$ cat src/rtl/imm_operand_encoder.sv
// Packs a 32-bit constant into the ARM {rot4, imm8} immediate form, testing one rotation per clock.
// Define IMM_ENC_MVN_EN to add a second pass over ~value, so constants can be encoded for MVN/CMN/BIC.
module imm_operand_encoder #(
    parameter int ROT_STEPS = 16
) (
    input  logic        clk,
    input  logic        reset_n,
    input  logic        start,
    input  logic [31:0] value,
    input  logic        c_in,
    output logic        busy,
    output logic        done,
    output logic        valid,
    output logic [7:0]  imm8,
    output logic [3:0]  rot4,
    output logic        inv,
    output logic        shift_cout
);

    localparam logic [1:0] ST_IDLE       = 2'd0;
    localparam logic [1:0] ST_SEARCH     = 2'd1;
    localparam logic [1:0] ST_DONE       = 2'd2;
`ifdef IMM_ENC_MVN_EN
    localparam logic [1:0] ST_SEARCH_INV = 2'd3;
`endif
    localparam logic [3:0] LAST_ROT      = 4'(ROT_STEPS - 1);

    logic [1:0]  state;
    logic [31:0] v_reg;
    logic        c_reg;
    logic [3:0]  r;

    logic [4:0]  amt;
    logic [31:0] t;
    logic        hit;
    logic        last;
    logic        hit_cout;

    // Rotating left by 2*r undoes the decoder's rotate right, so a hit leaves the payload in t[7:0].
    // A zero amount shifts the right half by 32, which contributes nothing.
    assign amt      = {r, 1'b0};
    assign t        = (v_reg << amt) | (v_reg >> (6'd32 - {1'b0, amt}));
    assign hit      = (t[31:8] == 24'd0);
    assign last     = (r == LAST_ROT);
    assign hit_cout = (r == 4'd0) ? c_reg : v_reg[31];

`ifdef IMM_ENC_MVN_EN
    assign busy = (state == ST_SEARCH) || (state == ST_SEARCH_INV);
`else
    assign busy = (state == ST_SEARCH);
    assign inv  = 1'b0;
`endif
    assign done = (state == ST_DONE);

    always_ff @(posedge clk) begin
        if (!reset_n) begin
            state      <= ST_IDLE;
            v_reg      <= 32'd0;
            c_reg      <= 1'b0;
            r          <= 4'd0;
            valid      <= 1'b0;
            imm8       <= 8'd0;
            rot4       <= 4'd0;
            shift_cout <= 1'b0;
`ifdef IMM_ENC_MVN_EN
            inv        <= 1'b0;
`endif
        end else begin
            case (state)
                ST_IDLE: begin
                    if (start) begin
                        v_reg      <= value;
                        c_reg      <= c_in;
                        r          <= 4'd0;
                        valid      <= 1'b0;
                        imm8       <= 8'd0;
                        rot4       <= 4'd0;
                        shift_cout <= 1'b0;
`ifdef IMM_ENC_MVN_EN
                        inv        <= 1'b0;
`endif
                        state      <= ST_SEARCH;
                    end
                end

                ST_SEARCH: begin
                    if (hit) begin
                        valid      <= 1'b1;
                        imm8       <= t[7:0];
                        rot4       <= r;
                        shift_cout <= hit_cout;
                        state      <= ST_DONE;
                    end else if (last) begin
`ifdef IMM_ENC_MVN_EN
                        // v_reg now carries ~value, so hit_cout still reads bit 31 of the encoded operand.
                        v_reg      <= ~v_reg;
                        r          <= 4'd0;
                        state      <= ST_SEARCH_INV;
`else
                        valid      <= 1'b0;
                        imm8       <= 8'd0;
                        rot4       <= 4'd0;
                        shift_cout <= c_reg;
                        state      <= ST_DONE;
`endif
                    end else begin
                        r <= r + 4'd1;
                    end
                end

`ifdef IMM_ENC_MVN_EN
                ST_SEARCH_INV: begin
                    if (hit) begin
                        valid      <= 1'b1;
                        inv        <= 1'b1;
                        imm8       <= t[7:0];
                        rot4       <= r;
                        shift_cout <= hit_cout;
                        state      <= ST_DONE;
                    end else if (last) begin
                        valid      <= 1'b0;
                        inv        <= 1'b0;
                        imm8       <= 8'd0;
                        rot4       <= 4'd0;
                        shift_cout <= c_reg;
                        state      <= ST_DONE;
                    end else begin
                        r <= r + 4'd1;
                    end
                end
`endif

                ST_DONE: begin
                    state <= ST_IDLE;
                end

                default: begin
                    state <= ST_IDLE;
                end
            endcase
        end
    end

endmodule

$ cat config.mk
export PLATFORM = sky130hd
export DESIGN_NAME = imm_operand_encoder
export DESIGN_NICKNAME = d
export VERILOG_FILES = /design/src/rtl/imm_operand_encoder.sv
export SDC_FILE = /design/constraint.sdc
export NUM_CORES = 1
export LEC_CHECK = 0
export ABC_AREA = 1
export CAP_MARGIN = 5
export CORE_UTILIZATION = 57
export DETAILED_ROUTE_END_ITERATION = 10
export GPL_TIMING_DRIVEN = 1
export PLACE_DENSITY_LB_ADDON = 0.08
export SLEW_MARGIN = 10
export SYNTH_ARGS = -nofsm -noshare
export SYNTH_HDL_FRONTEND = slang
export SYNTH_SLANG_ARGS = --single-unit
$ cat constraint.sdc
create_clock -name clk -period 3.3 [get_ports clk]
set_clock_uncertainty 0.1 [all_clocks]
set_input_delay 0.66 -clock clk [delete_from_list [all_inputs] [get_ports clk]]
set_output_delay 0.66 -clock clk [all_outputs]
set_load 0.05 [all_outputs]
==> flow_summary_export.csv, run 1 <==
group,metric,value,unit
timing,drv_slew,0,
clocking,cts_resized,0,
critical_path,setup.worst_path.end,"rot4[1]",
global_route,antenna_found_initial,0,
power_and_ir_drop,p_per_area,445,nW/um^2
timing,fin_hold_ws,0.380,ns
global_route,grt-ovfl-total,0,
final_layout,drive_above_1_share,10.6,%
final_layout,seqCellArea,1060,um^2
placed_design,pre_cts_slack,0.345,ns
final_layout,fin_nets,780,
critical_path,crit_path_start,"r[1]",
detailed_routing,antenna_left,0,
synthesis,synth-main-ff-cell,"dfxtp_1",
power_and_ir_drop,ir_drop,221,uV
timing,slew_headroom,51.2,%
timing,finalSetupViolCount,0,
timing,rsz0062_at_grt,"no",
clocking,numCtsBuffers,5,
die,chipHeight,87.6,um
final_layout,multi_input_area,2810,um^2
die,initial_utilization,60.2,%
final_layout,area_growth,14.6,%
job,max_cap_viol_count,0,
timing,min_period_over_period,87.4,%
synthesis,syn_inst,712,
worst_hold_path,hold_path_class,"reg -> reg",
detailed_routing,num_vias,4825,
clocking,path_clk_slew,0.10,ns
critical_path,reg2reg_slack,0.42,ns
synthesis,postSynthAreaPerCell,5.87,um^2
critical_path,timing.rr.start,"r[1]",
synthesis,ys_warn_count,0,
run_status,status,"finished, final reports clean",
critical_path,rr_worst_depth,18,
critical_path,crit_fanout,31,
synthesis,synth_most_common_cell,"nand2_1",
die,ios,53,
global_route,grt_pass1_wl,20600,um
clocking,cts_buffer_depth,2,
clocking,clockRootBuffer,"clkbuf_8",
detailed_routing,routed_wl,12600,um
clocking,clk_latency,0.32,ns
critical_path,endpoint_kind,"flop",
global_route,grt_pass1_vias,4517,
global_route,grt.total_usage,34.3,%
synthesis,synth-async-reset-ratio,0,%
synthesis,yosys.area.top_type,"dfxtp_1",
placed_design,place.gp.congestion,0.965,
synthesis,synthTopCellsByArea,"dfxtp_1 (25%), nand2_1 (20%), nand3_1 (13%)",
timing,totalNegativeSetupSlack,0,ns
timing,fmax,347,MHz
timing,worstMarginPinSlew,0.729,ns
detailed_routing,wl_per_cell,15.0,um
die,fp.dieW,87.6,um
detailed_routing,drc,0,
synthesis,synth_cell_type_count,33,
critical_path,cp-start-kind,"flop",
final_layout,diodes,0,
clocking,cts_sinks,53,
final_layout,n_fill_cell,631,
synthesis,synth_edf_count,0,
synthesis,netlist_area,4180,um^2
clocking,htreeDepth,2,
timing,hold_viol,0,
die,core,6940,um^2
synthesis,ys_ff_latch,53,
global_route,grt_max_degree,38,
placed_design,placement.io_buffers,51,
clocking,postCtsSetupRepairBufs,0,
power_and_ir_drop,leakagePower,2.21,nW
final_layout,largest_reg_flops,32,
synthesis,synth_fp_nets,750,
die,floorplan.die_area,7680,um^2
synthesis,synth_common_cells,"nand2_1 (221), nand3_1 (109), nor2_1 (107)",
detailed_routing,vias_per_cell,5.75,
clocking,cts_tree,"yes",
clocking,cts_hold_buf,0,
timing,period_minus_slack,2.88,ns
critical_path,crit_arrival,2.97,ns
detailed_routing,dr.first_iter.drc_count,430,
die,num_rows,30,
synthesis,synth-seq-area-share,25.4,%
critical_path,r2r-end,"rot4[1]",
critical_path,critPathRequiredTime,3.38,ns
synthesis,post-synth-top-area-fraction,25.4,%
critical_path,worstSetupPathType,"reg -> reg",
timing,fin_ws,0.416,ns
placed_design,place_hpwl,9270,um
detailed_routing,dr.pass1.iters,5,
[cell usage in the layout (no fill, tap or decap)]
| master | count |
|---|---|
| nand2_1 | 221 |
| nand3_1 | 109 |
| nor2_1 | 107 |
| dfxtp_1 | 53 |
| clkdlybuf4s50_1 | 51 |
| o21ai_0 | 41 |
| nand2_2 | 30 |
| a21oi_1 | 28 |
| inv_1 | 20 |
| buf_4 | 12 |
| a21oi_2 | 10 |
| nand4_1 | 8 |
| o31ai_1 | 6 |
| clkbuf_8 | 6 |
| nand2_4 | 5 |
| nand3_2 | 5 |
| o311ai_0 | 5 |
| inv_2 | 4 |
| and2_1 | 4 |
| o211ai_1 | 3 |
| nor2_2 | 2 |
| ha_1 | 2 |
| clkinv_1 | 1 |
| nand3b_1 | 1 |
| xnor2_4 | 1 |
| o21ai_1 | 1 |
| nor3_2 | 1 |
| o21bai_1 | 1 |
| xor2_1 | 1 |
| conb_1 | 1 |
| clkinv_2 | 1 |
| clkinv_4 | 1 |
| xnor2_2 | 1 |
[area by class of cell]
| cell class | instances | share of cell area (%) |
|---|---|---|
| clock buffer | 6 | 1.73 |
| sequential | 53 | 22.2 |
| timing repair buffer | 63 | 12.5 |
| clock inverter | 2 | 0.288 |
| inverter | 25 | 1.96 |
| tap | 96 | 2.51 |
| multi-input combinational | 594 | 58.8 |
[through the flow]
stage	utilization (%)	power, W	cells	instance area [um^2]
after global placement	67.3	0.00170	830	4670
after detailed placement	67.3	0.00171	830	4670
after CTS	68.7	0.00211	838	4770
after floorplan	-	0.00147	712	4180
final	68.9	0.00213	839	4790
after global routing	68.9	0.00228	839	4790
[per-layer routing]
layer  wire (um)  part of all wire, %  track usage (%)
met1        5360                   43             43.8
met2        5900                   47             58.5
met3        1060                  8.4             5.66
met4         278                  2.2             11.9
met5           0                    0                0
[power by group]
part / switching (W) / total [W] / internal (W)
Clock: 0.000233 / 0.000404 / 0.000171
Combinational: 0.000674 / 0.00100 / 0.000330
Sequential: 0.0000402 / 0.000720 / 0.000680
[worst max-delay path, cell delays in order, from the launching register on]
cell and delay (ns):
dfxtp_1 0.35, clkinv_1 0.09, ha_1 0.30, buf_4 0.34
nand3_1 0.16, nand2_1 0.12, nand2_1 0.05, nand2_1 0.11
nand2_1 0.06, nor2_1 0.10, nand3_1 0.08, nand2_1 0.06
nand2_1 0.05, inv_1 0.10, nand2_2 0.09, nand2_2 0.10
nand2_2 0.23, nand2_1 0.15, a21oi_1 0.07
[cell families (layout without fill, tap and decap cells)]
kind of cell               Yosys count  in the layout  share of synthesized area [%]
adders and majority gates            2              2                          0.599
other                                1              1                         0.0898
AOI/OAI and AO/OA                   95             95                           13.3
DFF                                 53             53                           25.4
xor gates and xnor gates             2              3                          0.869
and+or+nand+nor                    493            493                           52.0
buffers and inverters               66             96                           7.76
[how the worst min path moves through the flow]
stage / startpoint / endpoint / slack (ns) / cells after the start
detailed placement: imm8[4] / imm8[4] / 0.36 / 2
global placement: shift_cout / shift_cout / 0.35 / 2
global route: imm8[3] / imm8[3] / 0.40 / 2
CTS: imm8[0] / imm8[0] / 0.38 / 2
finish: imm8[0] / imm8[0] / 0.38 / 2
floorplan: v_reg[29] / v_reg[29] / 0.36 / 2
Note: power is estimated with default switching activity, not from simulation.
==> run 2, diff against run 1 <==
--- a/config.mk
+++ b/config.mk
@@ -7,7 +7,10 @@
 export LEC_CHECK = 0
 export ABC_AREA = 1
 export CAP_MARGIN = 5
-export CORE_UTILIZATION = 57
+export CELL_PAD_IN_SITES_DETAIL_PLACEMENT = 0
+export CELL_PAD_IN_SITES_GLOBAL_PLACEMENT = 2
+export CORE_MARGIN = 2
+export CORE_UTILIZATION = 29
 export DETAILED_ROUTE_END_ITERATION = 10
 export GPL_TIMING_DRIVEN = 1
 export PLACE_DENSITY_LB_ADDON = 0.08
==> run 2 against run 1 <==
Compared with the run above:
- utilization decreased by 33 points
- hold slack worse by 0.013 ns
- first-iteration DRC count shrank 26%
- die area grew 100%
- critical path depth grew 2
- non-clock buffer count up 3
- register-to-register slack got worse by 0.06 ns
- sequential cell count stayed put
- sequential power barely moved
- combinational power grew 4%
- sequential share of layout area shrank 0.79 points
- cell area increased by 3.7%
- highest routed layer unchanged
==> flow_summary_export.csv, run 2 (synthesis results as in run 1) <==
group,metric,value,unit
run_status,status,"finished, final reports clean",
clocking,cts_sinks,53,
timing,min_period_over_period,89.1,%
timing,worstMarginPinSlew,0.750,ns
final_layout,diodes,0,
final_layout,seqCellArea,1060,um^2
power_and_ir_drop,p_seq_share,31.0,%
die,floorplan.die_area,15400,um^2
power_and_ir_drop,comb_power_share,44.8,%
clocking,clockRootBuffer,"clkbuf_16",
clocking,clk_latency,0.31,ns
worst_hold_path,hold_path_class,"reg -> reg",
timing,totalNegativeSetupSlack,0,ns
power_and_ir_drop,switchingPower,0.00102,W
clocking,cts_tree,"yes",
clocking,cts_resized,0,
global_route,antenna_found_initial,0,
detailed_routing,drc,0,
global_route,grt_max_degree,38,
critical_path,slowest_stage,"dfxtp_1",
power_and_ir_drop,p_int,0.00130,W
final_layout,final_common_cell,"nand2_1",
timing,finalSetupViolCount,0,
clocking,cts_hold_buf,0,
power_and_ir_drop,p_sw_share,44.0,%
critical_path,worst_path_most_repeated_cell,"nand2_1",
global_route,grt_pass1_wl,24200,um
critical_path,crit_chain,"clkinv_1, ha_1, inv_1, buf_4, nand3_1, nand2_1, nand2_1, nand2_1, nand2_1, nor2_1, nand3_1, nand2_1, nand2_1, inv_1, nand2_2, nand2_2, nand2_2, nand2_1, nand2_1, nor2_1",
timing,rsz0062_at_grt,"no",
final_layout,final_cell_mix,"nand2_1 (221), nand3_1 (109), nor2_1 (107), dfxtp_1 (53), clkdlybuf4s50_1 (51)",
die,ios,53,
final_layout,drive_above_1_share,10.9,%
timing,fmax,340,MHz
critical_path,critPathRequiredTime,3.41,ns
detailed_routing,routed_wl,14800,um
power_and_ir_drop,ir_drop,213,uV
global_route,grt-ovfl-total,0,
detailed_routing,wl_per_cell,16.0,um
clocking,postCtsSetupRepairBufs,0,
timing,period_minus_slack,2.94,ns
critical_path,endpoint_kind,"flop",
placed_design,place.gp.congestion,0.886,
clocking,htreeDepth,2,
detailed_routing,dr.first_iter.drc_count,319,
clocking,numCtsBuffers,5,
clocking,path_clk_slew,0.08,ns
detailed_routing,num_vias,4675,
final_layout,largest_reg_flops,32,
critical_path,crit_fanout,30,
die,initial_utilization,29.9,%
power_and_ir_drop,p_per_area,469,nW/um^2
placed_design,placement.io_buffers,51,
critical_path,cp_slowest_stage_delay,0.34,ns
detailed_routing,vias_per_cell,5.05,
timing,hold_viol,0,
critical_path,worstSetupPathType,"reg -> reg",
global_route,grt_pass1_vias,4447,
power_and_ir_drop,clockPowerShare,24.3,%
global_route,grt.total_usage,20.5,%
job,max_cap_viol_count,0,
final_layout,stdcell_count,925,
die,num_rows,43,
critical_path,cp-start-kind,"flop",
detailed_routing,antenna_left,0,
die,chipHeight,124,um
final_layout,multi_input_area,2800,um^2
final_layout,n_fill_cell,1610,
detailed_routing,dr.pass1.iters,5,
placed_design,placed_cells,917,
critical_path,crit_arrival,3.05,ns
placed_design,place_hpwl,11200,um
clocking,cts_buffer_depth,2,
die,core,14000,um^2
timing,drv_slew,0,
critical_path,crit_family,"simple AND/OR/NAND/NOR gates",
die,fp.dieW,124,um
power_and_ir_drop,total_power,0.00233,W
timing,slew_headroom,49.9,%
power_and_ir_drop,leakagePower,2.25,nW
final_layout,area_growth,18.8,%
critical_path,worst-path-buf-inv,4,
final_layout,fin_nets,782,
run 2: cell types whose count changed in the layout (fill, tap and decap cells not counted):
cell        delta
inv_6          +1
buf_4          +2
clkbuf_16      +5
xnor2_2        -1
clkinv_2       -1
clkinvlp_4     +1
clkbuf_8       -6
buf_12         +1
run 2: final timing paths:
check	from	endpoint	slack (ns)	cells after the start
max	r[1]	r[0]	0.36	20
min	imm8[7]	imm8[7]	0.37	2
min reg2reg	imm8[7]	imm8[7]	0.37	2
max reg2reg	r[1]	r[0]	0.36	20
run 2: through the flow:
step,setup slack [ns],instance area (um^2),hold WS (ns),util (%)
after CTS,0.303,4960,0.370,35.5
final,0.361,4960,0.367,35.5
after detailed placement,0.329,4810,0.357,34.4
after global routing,0.0744,4960,0.390,35.5
after floorplan,0.422,4180,0.357,-
after global placement,0.298,4810,0.351,34.4
run 2: power by group through the flow:
stage / clock network [W] / logic, W / registers, W
floorplan: 0 / 0.000749 / 0.000721
global placement: 0 / 0.00106 / 0.000735
detailed placement: 0 / 0.00104 / 0.000735
CTS: 0.000588 / 0.00104 / 0.000721
global route: 0.000609 / 0.00119 / 0.000727
finish: 0.000565 / 0.00104 / 0.000720
run 2: final cells by class:
| class | instances | share of cell area, % |
|---|---|---|
| clock buffers | 5 | 2.52 |
| multi-input cells | 593 | 56.4 |
| inverters | 25 | 1.89 |
| flip-flops and latches | 53 | 21.4 |
| well taps | 180 | 4.54 |
| repair buffers | 66 | 12.8 |
| clock inverters | 3 | 0.504 |
run 2: worst register-to-register path: stages, from the launching register on:
cell      delay [ns]
dfxtp_1         0.34
clkinv_1        0.12
ha_1            0.31
inv_1           0.06
buf_4           0.28
nand3_1         0.15
nand2_1         0.12
nand2_1         0.06
nand2_1         0.11
nand2_1         0.08
nor2_1          0.12
nand3_1         0.08
nand2_1         0.06
nand2_1         0.05
inv_1           0.11
nand2_2         0.09
nand2_2         0.10
nand2_2         0.12
nand2_1         0.11
nand2_1         0.05
nor2_1          0.22
run 2: per-layer routing:
metal | share of wire [%] | track usage (%) | vias to the layer above
li1 | - | - | 2398
met1 | 49 | 28.3 | 2146
met4 | 2.3 | 6.46 | 0
met3 | 3.8 | 2.75 | 18
met5 | 0 | 0 | -
met2 | 45 | 33.1 | 113
==> run 3, diff against run 2 <==
--- a/config.mk
+++ b/config.mk
@@ -14,6 +14,7 @@
 export DETAILED_ROUTE_END_ITERATION = 10
 export GPL_TIMING_DRIVEN = 1
 export PLACE_DENSITY_LB_ADDON = 0.08
+export RECOVER_POWER = 50
 export SLEW_MARGIN = 10
 export SYNTH_ARGS = -nofsm -noshare
 export SYNTH_HDL_FRONTEND = slang
==> run 3 against run 2 <==
Compared with the run above:
- global-route usage unchanged
- via count is essentially flat
- cell area is 0.10% lower
- sequential power is essentially flat
- critical endpoint unchanged
==> flow_summary_export.csv, run 3 (synthesis results as in run 1) <==
group,metric,value,unit
run_status,status,"finished, final reports clean",
final_layout,drive_above_1_share,10.6,%
timing,slew_headroom,17.0,%
clocking,clockRootBuffer,"clkbuf_16",
final_layout,seqCellArea,1060,um^2
die,chipHeight,124,um
clocking,cts_buffer_depth,2,
critical_path,endpoint_kind,"flop",
final_layout,n_fill_cell,1611,
final_layout,area_growth,18.7,%
die,fp.dieW,124,um
critical_path,cp_slowest_stage_delay,0.34,ns
global_route,grt-ovfl-total,0,
final_layout,fin_nets,782,
detailed_routing,antenna_left,0,
placed_design,placed_cells,917,
clocking,htreeDepth,2,
power_and_ir_drop,ir_drop,211,uV
timing,worstMarginPinSlew,1.24,ns
timing,period_minus_slack,2.96,ns
global_route,grt_max_degree,38,
clocking,cts_resized,0,
worst_hold_path,hold_path_class,"reg -> reg",
die,core,14000,um^2
detailed_routing,dr.pass1.iters,5,
clocking,numCtsBuffers,5,
timing,finalSetupViolCount,0,
clocking,clk_latency,0.31,ns
timing,totalNegativeSetupSlack,0,ns
critical_path,crit_chain,"clkinv_1, ha_1, inv_1, buf_4, nand3_1, nand2_1, nand2_1, nand2_1, nand2_1, nor2_1, nand3_1, nand2_1, nand2_1, inv_1, nand2_2, nand2_2, nand2_2, nand2_1, nand2_1, nor2_1",
timing,hold_viol,0,
clocking,cts_tree,"yes",
critical_path,worst_path_most_repeated_cell,"nand2_1",
detailed_routing,routed_wl,14800,um
power_and_ir_drop,leakagePower,2.25,nW
critical_path,reg2reg_slack,0.34,ns
clocking,postCtsSetupRepairBufs,0,
detailed_routing,wl_per_cell,16.0,um
final_layout,largest_reg_flops,32,
die,floorplan.die_area,15400,um^2
die,initial_utilization,29.9,%
die,ios,53,
critical_path,cp-start-kind,"flop",
die,num_rows,43,
timing,rsz0062_at_grt,"no",
job,max_cap_viol_count,0,
final_layout,final_cell_mix,"nand2_1 (221), nand3_1 (109), nor2_1 (107), dfxtp_1 (53), clkdlybuf4s50_1 (49)",
clocking,cts_sinks,53,
detailed_routing,vias_per_cell,5.05,
timing,drv_slew,0,
global_route,antenna_found_initial,0,
final_layout,final_common_cell,"nand2_1",
global_route,grt_pass1_vias,4447,
final_layout,stdcell_count,925,
detailed_routing,dr.first_iter.drc_count,325,
critical_path,crit_arrival,3.07,ns
power_and_ir_drop,total_power,0.00232,W
placed_design,place.gp.congestion,0.886,
final_layout,utilization,35.4,%
critical_path,crit_fanout,30,
critical_path,slowest_stage,"dfxtp_1",
placed_design,place_hpwl,11200,um
global_route,grt_pass1_wl,24200,um
final_layout,multi_input_area,2790,um^2
critical_path,worstSetupPathType,"reg -> reg",
timing,fmax,337,MHz
placed_design,placement.io_buffers,51,
power_and_ir_drop,p_per_area,469,nW/um^2
detailed_routing,num_vias,4673,
timing,min_period_over_period,89.8,%
global_route,grt.total_usage,20.5,%
clocking,cts_hold_buf,0,
detailed_routing,drc,0,
clocking,path_clk_slew,0.08,ns
final_layout,diodes,0,
critical_path,critPathRequiredTime,3.41,ns
run 3: cell types whose count changed in the layout (fill, tap and decap cells not counted):
cell / previous run / this run
inv_2: 4 / 3
nor3_2: 1 / 0
inv_1: 20 / 21
nor3_1: 0 / 1
dlygate4sd3_1: 0 / 2
clkdlybuf4s50_1: 51 / 49
run 3: through the flow:
stage	hold WS [ns]	cell area, um^2	setup WS (ns)
6_report	0.367	4960	0.336
4_1_cts	0.370	4960	0.303
5_1_grt	0.390	4960	0.0417
3_5_place_dp	0.357	4810	0.329
3_3_place_gp	0.351	4810	0.298
2_1_floorplan	0.357	4180	0.422
run 3: cell type report:
cell class / count / share of cell area (%)
inverters: 25 / 1.89
well taps: 180 / 4.54
multi-input cells: 593 / 56.3
clock buffers: 5 / 2.52
clock inverters: 3 / 0.505
flip-flops and latches: 53 / 21.4
repair buffers: 66 / 12.8
run 3: metal layers:
metal	GRT usage [%]	share of wire, %	vias up
li1	-	-	2398
met1	28.3	49	2140
met2	33.1	45	117
met3	2.75	3.8	18
met4	6.46	2.3	0
met5	0	0	-
run 3: where the power goes:
part / total, W / switching, W / internal (W)
clock network: 0.000563 / 0.000277 / 0.000286
logic: 0.00104 / 0.000703 / 0.000337
registers: 0.000720 / 0.0000402 / 0.000680
total: 0.00232 / 0.00102 / 0.00130
run 3: path summary, 6_finish.rpt:
check | end | cells after the start | startpoint
setup / recovery | r[0] | 20 | r[1]
hold reg to reg | imm8[7] | 2 | imm8[7]
setup reg to reg | r[0] | 20 | r[1]
hold / removal | imm8[7] | 2 | imm8[7]
run 3: worst max-delay path: cells and delay by family (launching register included):
family        cells  cell delay [ns]
fa+ha+maj         1             0.31
buf+inv           4             0.57
flops             1             0.34
simple gates     15             1.53
